===== config.mk =====
export PLATFORM = sky130hd
export DESIGN_NAME = cache_refill_ctrl
export DESIGN_NICKNAME = d
export VERILOG_FILES = /design/src/rtl/cache_refill_ctrl.sv
export SDC_FILE = /design/constraint.sdc
export NUM_CORES = 1
export LEC_CHECK = 0
export CELL_PAD_IN_SITES_DETAIL_PLACEMENT = 0
export CELL_PAD_IN_SITES_GLOBAL_PLACEMENT = 2
export CORE_ASPECT_RATIO = 0.75
export CORE_MARGIN = 2
export CORE_UTILIZATION = 18
export CTS_CLUSTER_DIAMETER = 80
export DETAILED_ROUTE_END_ITERATION = 10
export MAX_ROUTING_LAYER = met4
export PLACE_DENSITY_LB_ADDON = 0.1
export SKIP_CTS_REPAIR_TIMING = 1
export SLEW_MARGIN = 20
export SYNTH_ARGS = -nofsm -noshare
export SYNTH_HDL_FRONTEND = slang
export SYNTH_SLANG_ARGS = --single-unit

===== constraint.sdc =====
create_clock -name clk -period 2.3 [get_ports clk]
set_clock_uncertainty 0.2 [all_clocks]
set_input_delay 0.46 -clock clk [delete_from_list [all_inputs] [get_ports clk]]
set_output_delay 0.46 -clock clk [all_outputs]
set_load 0.02 [all_outputs]

===== src/rtl/cache_refill_ctrl.sv =====
// cache_refill_ctrl
// Miss-handling responder for a 32-entry direct-mapped data cache
// (8-bit address, index = addr[4:0], tag = addr[7:5], 32-bit words).
// A processor read is looked up in the cache. A hit returns the cached word.
// A miss fetches the word from main memory over a level req / one-cycle ack
// handshake, writes it into the cache, and then returns it to the processor.
//
// Ports
//   clk, reset           rising-edge clock, synchronous active-high reset
//   cpu_req/cpu_addr     read request (sampled in IDLE) and its address
//   cpu_rdata/ready/err  one-cycle completion pulse with data or timeout flag
//   stall                high while a request is in flight
//   cache_sel/write/addr/wdata, cache_rdata/cache_miss   cache interface
//   mem_req/mem_addr, mem_ack/mem_rdata                  memory interface
module cache_refill_ctrl #(
  parameter int MEM_TIMEOUT = 16,
  parameter int CNT_W       = 5
) (
  input  logic        clk,
  input  logic        reset,
  input  logic        cpu_req,
  input  logic [7:0]  cpu_addr,
  output logic [31:0] cpu_rdata,
  output logic        cpu_ready,
  output logic        cpu_err,
  output logic        stall,
  output logic        cache_sel,
  output logic        cache_write,
  output logic [7:0]  cache_addr,
  output logic [31:0] cache_wdata,
  input  logic [31:0] cache_rdata,
  input  logic        cache_miss,
  output logic        mem_req,
  output logic [7:0]  mem_addr,
  input  logic        mem_ack,
  input  logic [31:0] mem_rdata
);

  typedef enum logic [2:0] {
    IDLE,
    LOOKUP,
    CHECK,
    MEM_WAIT,
    FILL,
    DONE
  } state_t;

  state_t           state;
  state_t           state_nxt;
  logic [7:0]       addr_q;
  logic [31:0]      data_q;
  logic             err_q;
  logic [CNT_W-1:0] cnt;
  logic             wait_last;

  // The last permitted memory-wait cycle; an ack arriving in it still wins.
  assign wait_last = (cnt == CNT_W'(MEM_TIMEOUT - 1));

  // Address and fill data are plain views of the latched request, so they
  // read as zero after reset and stay stable for the whole memory wait.
  assign cache_addr  = addr_q;
  assign mem_addr    = addr_q;
  assign cache_wdata = data_q;

  always_ff @(posedge clk) begin
    if (reset) begin
      state  <= IDLE;
      addr_q <= '0;
      data_q <= '0;
      err_q  <= 1'b0;
      cnt    <= '0;
    end else begin
      state <= state_nxt;
      case (state)
        IDLE: begin
          if (cpu_req) addr_q <= cpu_addr;
        end
        CHECK: begin
          cnt <= '0;
          if (!cache_miss) data_q <= cache_rdata;
        end
        MEM_WAIT: begin
          cnt <= cnt + 1'b1;
          if (mem_ack) begin
            data_q <= mem_rdata;
          end else if (wait_last) begin
            data_q <= '0;
            err_q  <= 1'b1;
          end
        end
        DONE: begin
          err_q <= 1'b0;
        end
        default: ;
      endcase
    end
  end

  always_comb begin
    state_nxt   = state;
    cpu_rdata   = '0;
    cpu_ready   = 1'b0;
    cpu_err     = 1'b0;
    cache_sel   = 1'b0;
    cache_write = 1'b0;
    mem_req     = 1'b0;
    stall       = (state != IDLE);
    case (state)
      IDLE: begin
        if (cpu_req) state_nxt = LOOKUP;
      end
      LOOKUP: begin
        // Read strobe: the cache registers its data and miss flag on this edge.
        cache_sel = 1'b1;
        state_nxt = CHECK;
      end
      CHECK: begin
        state_nxt = cache_miss ? MEM_WAIT : DONE;
      end
      MEM_WAIT: begin
        mem_req = 1'b1;
        if (mem_ack)        state_nxt = FILL;
        else if (wait_last) state_nxt = DONE;
      end
      FILL: begin
        cache_sel   = 1'b1;
        cache_write = 1'b1;
        state_nxt   = DONE;
      end
      DONE: begin
        cpu_ready = 1'b1;
        cpu_rdata = data_q;
        cpu_err   = err_q;
        state_nxt = IDLE;
      end
      default: state_nxt = IDLE;
    endcase
  end

endmodule


# After elaboration in Yosys (flattened, before gate mapping)
# Cells that the tools add are included.
# word_totals
ff_bits	49
inputBits	77
output_inout_bits	86
wordCells	45
# classes
addsub	1
n_eq_ne	11
n_mux	19
reduce_logical	9
# op_table
op	count
$mux 32	4
$pmux 32 s2	1
$pmux 3 s5	1
$mux 3	4
$pmux 5 s2	1
$ne 2x2->1 const B	4
$mux 1	7
$eq 3x2->1 const B	2
$eq 3x3->1 const B	2
$reduce_and 3->1	2
$add 5x1->5 const B	1
$eq 5x4->1 const B	1
$reduce_and 2->1	2
$reduce_bool 2->1	2
$eq 3x1->1 const B	1
$logic_not 3->1	1
$ne 3x3->1 const B	1
$reduce_bool 3->1	1
$pmux 1 s2	1
$reduce_or 2->1	1

# Depth between registers and ports, before layout
# depth
word_depth	4
depth_mapped	8
mapped_depth_nobuf	7

# Worst setup path after synthesis
# Ideal clock, no wire load.
# synth_path
path_kind	reg-to-output
start	register state[1]
end	output cpu_rdata[23]
arrival_time_ns	1.290
required_ns	1.640
setup_slack_ns	0.350
path_stages_with_launch	7
path_buffers	3
path_cell_list	dfxtp_1 > buf_2 > inv_1 > and3_1 > clkbuf_1 > buf_2 > and2_1
# synth_between
elab_chain_cells	2
# synth_rtl
item	line	text
start: declaration	48	state_t state;
start signal: assignment	73	state <= state_nxt;
$eq 3x3->1	108	case (state)
$mux 32	108	
end: declaration	23	output logic [31:0] cpu_rdata,
# No other way between the ends.

# Final worst setup path
# layout_path
start	register state[0]
end	output cpu_err
# layout_between
elab_chain_cells	2
# layout_rtl
item	line	text
$eq 3x3->1	108	
$mux 1	108	
end: declaration	25	output logic cpu_err,
# No other way between the ends.

==> run_results.csv <==
group,metric,value,unit
sta,period_share,93.1,%
route,drc_errors,0,
final_layout,drive_gt1_share,5.95,%
route,wl_per_cell,15.4,um
synth,synth_edf_count,0,
global_routing,grt_pass1_wl,15700,um
global_routing,grt.total_usage,13.7,%
route,via_per_inst,4.27,
synth,yosys.area.top_type_share,37.7,%
placement,gp_congestion,0.684,
sta,finalMaxSlewViolations,0,
synth,yosysSeqAreaShare,37.7,%
final_layout,nFillCells,1448,
setup_path,crit_arrival,1480,ps
setup_path,start_kind,"register",
clock_tree,cts_root_buf,"clkbuf_16",
synth,synth_common_cells,"nor2_1, dfxtp_1, and2_1",
floorplanning,dieWidth,143,um
synth,async_flop_share,0,%
run_status,status,"finished clean",
placement,dp_cells,671,
synth,synth_nets,438,
clock_tree,htree_num_levels,2,
route,ant_nets,0,
pwr,powerDensity,533,nW/um^2
min_path,hp-class,"register to register",
clock_tree,clkTransAtPathRegs,70,ps
clock_tree,cts_made_buffers,5,
final_layout,final_cells,679,
global_routing,antenna_found_initial,0,
floorplanning,dieArea,15400,um^2
floorplanning,io_pins,163,
final_layout,final_core_util,33.4,%
route,drtPass1Iterations,4,
sta,slew_headroom,72.8,%
floorplanning,num_rows,37,
sta,hold_viol_final,0,
synth,synth_area,2600,um^2
job,max_cap_violations,0,
clock_tree,clock_latency,290,ps
final_layout,syn2layout_area_growth,78.4,%
clock_tree,cts.sink_count,49,
final_layout,antenna_cells,0,
floorplanning,die_h,108,um
synth,ys_ff_latch,49,
clock_tree,cts_tree,"yes",
synth,synthFlopType,"dfxtp_1",
sta,rsz0062_at_grt,"no",
sta,tightest_slew,408,ps
synth,post-synth-top-count-cell,"nor2_1",
synth,yosys.area.top_type,"dfxtp_1",
global_routing,grt_pass1_vias,2781,
setup_path,ff2ff_setup_slack,260,ps
floorplanning,core,13900,um^2
setup_path,endpoint_kind,"primary output",
clock_tree,cts_buffer_depth,2,
setup_path,crit_type,"register to primary output",
synth,synth_area_leaders,"dfxtp_1, nor2_1, a211oi_1",
sta,setup_violations,0,
global_routing,grt-ovfl-total,0,
placement,dpl.hpwl,7300,um
final_layout,nets,582,
route,drtIter0Drc,104,
floorplanning,initial_core_util,18.7,%
global_routing,grt_max_degree,50,
sta,period_needed,2140,ps
synth,synth_area_per_cell,7.24,um^2
route,via_count,2897,
pwr,finalPower,2470,uW
setup_path,required,1640,ps
synth,ys_types,29,
route,wl,10400,um
sta,fmax,467,MHz
synth,postSynthCellCount,359,
synth,ys_warn_count,0,
pwr,ir_drop,0.284,mV
placement,port_buffers,162,
setup_path,path_max_fanout,19,
pwr,cellLeakagePower,0.00229,uW
[cells in the final DEF (no fill, tap or decap), drive strengths merged, types with 3 or more instances in the layout]
master / n
buf: 16
nor3: 34
dfxtp: 49
nand2: 21
inv: 3
a21oi: 15
nor2: 103
and2: 35
nor3b: 4
o21ai: 4
a211oi: 33
clkdlybuf4s50: 123
clkbuf: 7
nor2b: 4
dlymetal6s2s: 37
[registers in the layout, indices dropped and copies added (netlist names)]
register,cells
cnt,5
state,3
err_q,1
cache_addr,8
cache_wdata,32
[stage by stage]
stage	cell area, um^2	hold slack, ps	worst slack (ps)	setup TNS (ps)
finish	4640	276	158	0
detailed placement	4370	267	36.7	0
floorplan	2600	255	350	0
global placement	4370	262	67.3	0
CTS	4520	278	-257	-7090
global route	4640	302	40.4	0
[report_power, final]
part	internal, uW	total (uW)	switching [uW]
clock	462	793	331
sequential	910	959	48.9
combinational	357	719	362
[metal layers]
metal / global-route usage (%) / wire length (um)
met1: 18.5 / 5230
met2: 20.9 / 4520
met3: 3.01 / 613
met4: 2.76 / 74
met5: - / 0
[worst max-delay path, stage by stage (launching register included)]
cell and delay [ps]:
dfxtp_2 390, and3_1 220, buf_6 190, and2_1 140, dlymetal6s2s_1 260
[logic make-up after synthesis]
kind of cell	count (synthesis)	share of synthesized area (%)
xor gates and xnor gates	1	0.337
buffers and inverters	42	9.00
and+or+nand+nor	209	37.2
AOI/OAI and AO/OA	56	14.7
adders and majority gates	2	0.963
DFF	49	37.7
[path summary, 6_finish.rpt]
| kind | from | to | cells past startpoint |
|---|---|---|---|
| min | cache_addr[6] | cache_addr[6] | 2 |
| max | state[0] | cpu_err | 4 |
| max reg2reg | cnt[0] | cache_wdata[26] | 8 |
| min reg2reg | cache_addr[6] | cache_addr[6] | 2 |
[layout make-up]
cell class / instances / area (um^2) / area share [%]
Clock buffer: 7 / 153 / 3.29
Sequential cell: 49 / 982 / 21.2
Multi-Input combinational cell: 268 / 1400 / 30.1
Timing Repair Buffer: 176 / 1870 / 40.3
Inverter: 3 / 11.3 / 0.243
Clock inverter: 1 / 5.00 / 0.108
Tap cell: 175 / 219 / 4.72
Power figures use the tool's default switching activity.
==> RTL edit 1, RTL diff (same flow settings) <==
Encoding of `state_t`: now Gray code (3 bits for 6 states).
--- a/src/rtl/cache_refill_ctrl.sv
+++ b/src/rtl/cache_refill_ctrl.sv
@@ -37,12 +37,12 @@
 );
 
   typedef enum logic [2:0] {
-    IDLE,
-    LOOKUP,
-    CHECK,
-    MEM_WAIT,
-    FILL,
-    DONE
+    IDLE     = 3'b000,
+    LOOKUP   = 3'b001,
+    CHECK    = 3'b011,
+    MEM_WAIT = 3'b010,
+    FILL     = 3'b110,
+    DONE     = 3'b111
   } state_t;
 
   state_t           state;
Formal check against the unedited RTL: no difference found for any inputs over 10 cycles, from zero or initial values and one cycle with reset high; not proved beyond that.
==> RTL edit 1 against the original RTL <==
- synthesized cell count fell by 16%
- sequential power rose by 7%
- final area rose by 3.5%
- maximum frequency fell by 16%
- non-clock buffer count rose by 10
- critical path type unchanged
- wire length rose by 2.3%
- total power rose by 24%
- combinational power rose by 59%
- area after synthesis rose by 5.3%
- register-to-register slack got worse by 160 ps
- the flow now finishes with violations (setup timing)
- sequential cell count did not move
- worst setup slack got worse by 410 ps
- count of clock-buffer cells in the layout did not move
- clock power rose by 12%
==> RTL edit 1: results <==
export IMPL_fillers=1544
export IMPL_synth_compound_area_share_pct=34.52
export IMPL_min_from="cache_addr[0]"
export IMPL_fin_ws_ps=-255.0
export IMPL_seq_cells=49
export IMPL_post_drt_wl_per_cell_um=16.38
export IMPL_multi_input_area_mm2=0.001484
export IMPL_synthTopCellsByCount="49 x dfxtp_1, 34 x a31oi_1, 33 x and2_1, 30 x a211oi_2, 30 x a22oi_1"
export IMPL_nWellTaps=200
export IMPL_routabilityCongestion=0.6748
export IMPL_leakage_nw=2.086
export IMPL_layout_comb_gates_multi_input=205
export IMPL_synthAdderAreaFrac_pct=0.9145
export IMPL_cpMaxStageDelayCell="clkdlybuf4s50_1"
export IMPL_setup_viol=14
export IMPL_avgSynthCellArea_um2=9.031
export IMPL_grt_max_degree=33
export IMPL_buf_share_pct=39.49
export IMPL_hold_path_end="cache_addr[0]"
export IMPL_fin_nets=530
export IMPL_synthXorXnorAreaFrac_pct=0
export IMPL_outcome="complete, but fails checks"
export IMPL_grtUsageMet3_pct=2.551
export IMPL_seqAreaFraction_pct=20.45
export IMPL_gr_usage_all_layers_pct=13.20
export IMPL_grt_pass1_wl_um=16550
export IMPL_slowest_delay_ps=610
export IMPL_synthMuxAreaShare_pct=1.097
export IMPL_whs_ps=276.4
export IMPL_reg2reg_slack_ps=100
export IMPL_synth_nets=382
export IMPL_peakVddDrop_mv=0.2828
export IMPL_violations="setup timing"
export IMPL_cp_endpoint="cpu_rdata[10]"
export IMPL_area_delta_synth_final_pct=75.31
export IMPL_use_met1_pct=17.64
export IMPL_buffers=186
export IMPL_r2r_worst_path_cells=7
export IMPL_arrival_ps=1890
export IMPL_final_clk_cell_share_pct=3.599
export IMPL_preCtsSetupSlack_ps=54.92
## RTL edit 1: changes by cell type after synthesis, moves of 4 or more
cell	before	now
buf_2	16	5
buf_6	3	8
a211oi_1	32	1
a22oi_1	0	30
nor3_1	34	1
a31oi_1	1	34
a21oi_1	15	11
nor2_1	103	8
clkbuf_1	11	24
a211oi_2	0	30
## RTL edit 1: kinds of logic (layout without fill, tap and decap cells)
group,Yosys count,count (layout)
DFF,49,49
and+or+nand+nor,84,84
adders and majority gates,2,2
buffers and inverters,49,198
AOI/OAI and AO/OA,116,116
muxes,3,3
## RTL edit 1: report_power, final
| group | total [mW] | internal (mW) | switching [mW] |
|---|---|---|---|
| Sequential | 1.03 | 0.946 | 0.0835 |
| Combinational | 1.14 | 0.552 | 0.586 |
| Clock | 0.890 | 0.545 | 0.345 |
| Total | 3.06 | 2.04 | 1.01 |
==> RTL edit 2, RTL diff (config.mk and constraints unchanged) <==
Made on the original files. The parameter `CNT_W` goes from 5 to 4.
--- a/src/rtl/cache_refill_ctrl.sv
+++ b/src/rtl/cache_refill_ctrl.sv
@@ -14,7 +14,7 @@
 //   mem_req/mem_addr, mem_ack/mem_rdata                  memory interface
 module cache_refill_ctrl #(
   parameter int MEM_TIMEOUT = 16,
-  parameter int CNT_W       = 5
+  parameter int CNT_W       = 4
 ) (
   input  logic        clk,
   input  logic        reset,
Formal check against the unedited RTL: same outputs for any inputs over 10 cycles, from zero or initial values and one cycle with reset high; that may be too few to reach the edited logic, so the function may still have changed.
==> RTL edit 2 against the original RTL <==
- worst setup slack lost 63 ps
- sequential cell count shrank 1
- hold slack worse by 4.0 ps
- area after synthesis up 1.3%
- critical path depth up 2
- via count down 4.2%
- critical path type unchanged
- final area increased by 0.30%
- wire length shrank 2.7%
- total power decreased by 7.0%
==> RTL edit 2: results <==
export IMPL_outcome="complete, no violations"
export IMPL_root_buffer="clkbuf_16"
export IMPL_dp_hpwl_um=6854
export IMPL_path_clk_slew_ps=70
export IMPL_htreeDepth=2
export IMPL_arrival_ps=1540
export IMPL_fillers=1544
export IMPL_synthMuxAreaShare_pct=0.3800
export IMPL_cp_max_fo=17
export IMPL_synthXorXnorAreaFrac_pct=0.3325
export IMPL_grt_pass1_vias=2765
export IMPL_met2_usage_pct=19.08
export IMPL_totalWireLength_um=10160
export IMPL_synth_nets=395
export IMPL_synth_compound_area_share_pct=22.33
export IMPL_preCtsSetupSlack_ps=-126.6
export IMPL_synthAdderAreaFrac_pct=0.4751
export IMPL_min_from="cache_addr[4]"
export IMPL_use_met1_pct=17.03
export IMPL_drive_above_1_share_pct=17.09
export IMPL_yosysSeqAreaShare_pct=36.48
export IMPL_fin_nets=551
export IMPL_slowest_delay_ps=330
export IMPL_hold_path_end="cache_addr[4]"
export IMPL_ys_top_cells_by_area="dfxtp_1 36%, a311oi_2 16%, and2_1 8.3%"
export IMPL_worst_pin_slew_ps=423.0
export IMPL_synth_distinct_cells=31
export IMPL_numCtsBuffers=5
export IMPL_cts_buffer_depth=2
export IMPL_regToRegEndpoint="cache_wdata[23]"
export IMPL_routabilityCongestion=0.7070
export IMPL_grtUsageMet3_pct=4.172
export IMPL_io_buffers=162
export IMPL_r2r_worst_path_cells=6
export IMPL_grt_pass1_wl_um=14760
export IMPL_synthTopCellsByCount="53 x nand2_1, 48 x dfxtp_1, 40 x nor2_1, 35 x and2_1, 33 x nand3_1"
export IMPL_via_per_inst=4.117
export IMPL_antenna_found_initial=0
export IMPL_leakage_nw=2.057
export IMPL_peakVddDrop_mv=0.2324
export IMPL_cpMaxStageDelayCell="dfxtp_1"
export IMPL_drtIter0Drc=82
export IMPL_grt_max_degree=48
export IMPL_internal_power_mw=1.635
export IMPL_gr_usage_all_layers_pct=12.85
RTL edit 2: worst max-delay path by stage:
stage | start | slack (ps) | cells past startpoint | to
floorplan | state[0] | 90 | 5 | cpu_rdata[23]
global placement | mem_ack | -110 | 6 | cache_wdata[29]
CTS | state[0] | -280 | 5 | cpu_rdata[18]
detailed placement | mem_ack | -130 | 6 | cache_wdata[23]
finish | state[0] | 100 | 6 | cpu_err
global route | state[0] | -8 | 6 | cpu_rdata[19]
RTL edit 2: cell type report:
class	count	share of cell area, %
well taps	200	5.382
flip-flops and latches	48	20.67
clock inverters	2	0.2153
multi-input cells	229	31.40
repair buffers	186	39.10
inverters	3	0.2422
clock buffers	6	2.987
RTL edit 2: critical path, delay by kind of cell (launching register included):
kind                   cells  cell delay, ps
buffers and inverters      4             540
AND/OR/NAND/NOR            2             380
flip-flops                 1             330
RTL edit 2: routing by layer:
| layer | part of all wire [%] | wire length, um |
|---|---|---|
| met1 | 49 | 4963 |
| met2 | 43 | 4368 |
| met3 | 7.3 | 745 |
| met4 | 0.82 | 83 |
| met5 | 0 | 0 |
RTL edit 2: power groups by stage:
stage	sequential, mW	combinational [mW]	clock [mW]
after floorplan	0.990	0.259	0
after CTS	0.925	0.620	0.796
final	0.924	0.615	0.760
after global routing	0.934	0.667	0.827
after detailed placement	0.944	0.618	0
after global placement	0.943	0.615	0
RTL edit 2: metrics by stage:
| stage | cell area [um^2] | power, mW | hold WS [ps] | cells |
|---|---|---|---|---|
| detailed placement | 4478 | 1.562 | 264.7 | 664 |
| floorplan | 2635 | 1.248 | 270.8 | 317 |
| CTS | 4627 | 2.341 | 274.5 | 672 |
| finish | 4649 | 2.298 | 272.0 | 674 |
| global route | 4649 | 2.429 | 288.3 | 674 |
| global placement | 4478 | 1.558 | 260.1 | 664 |
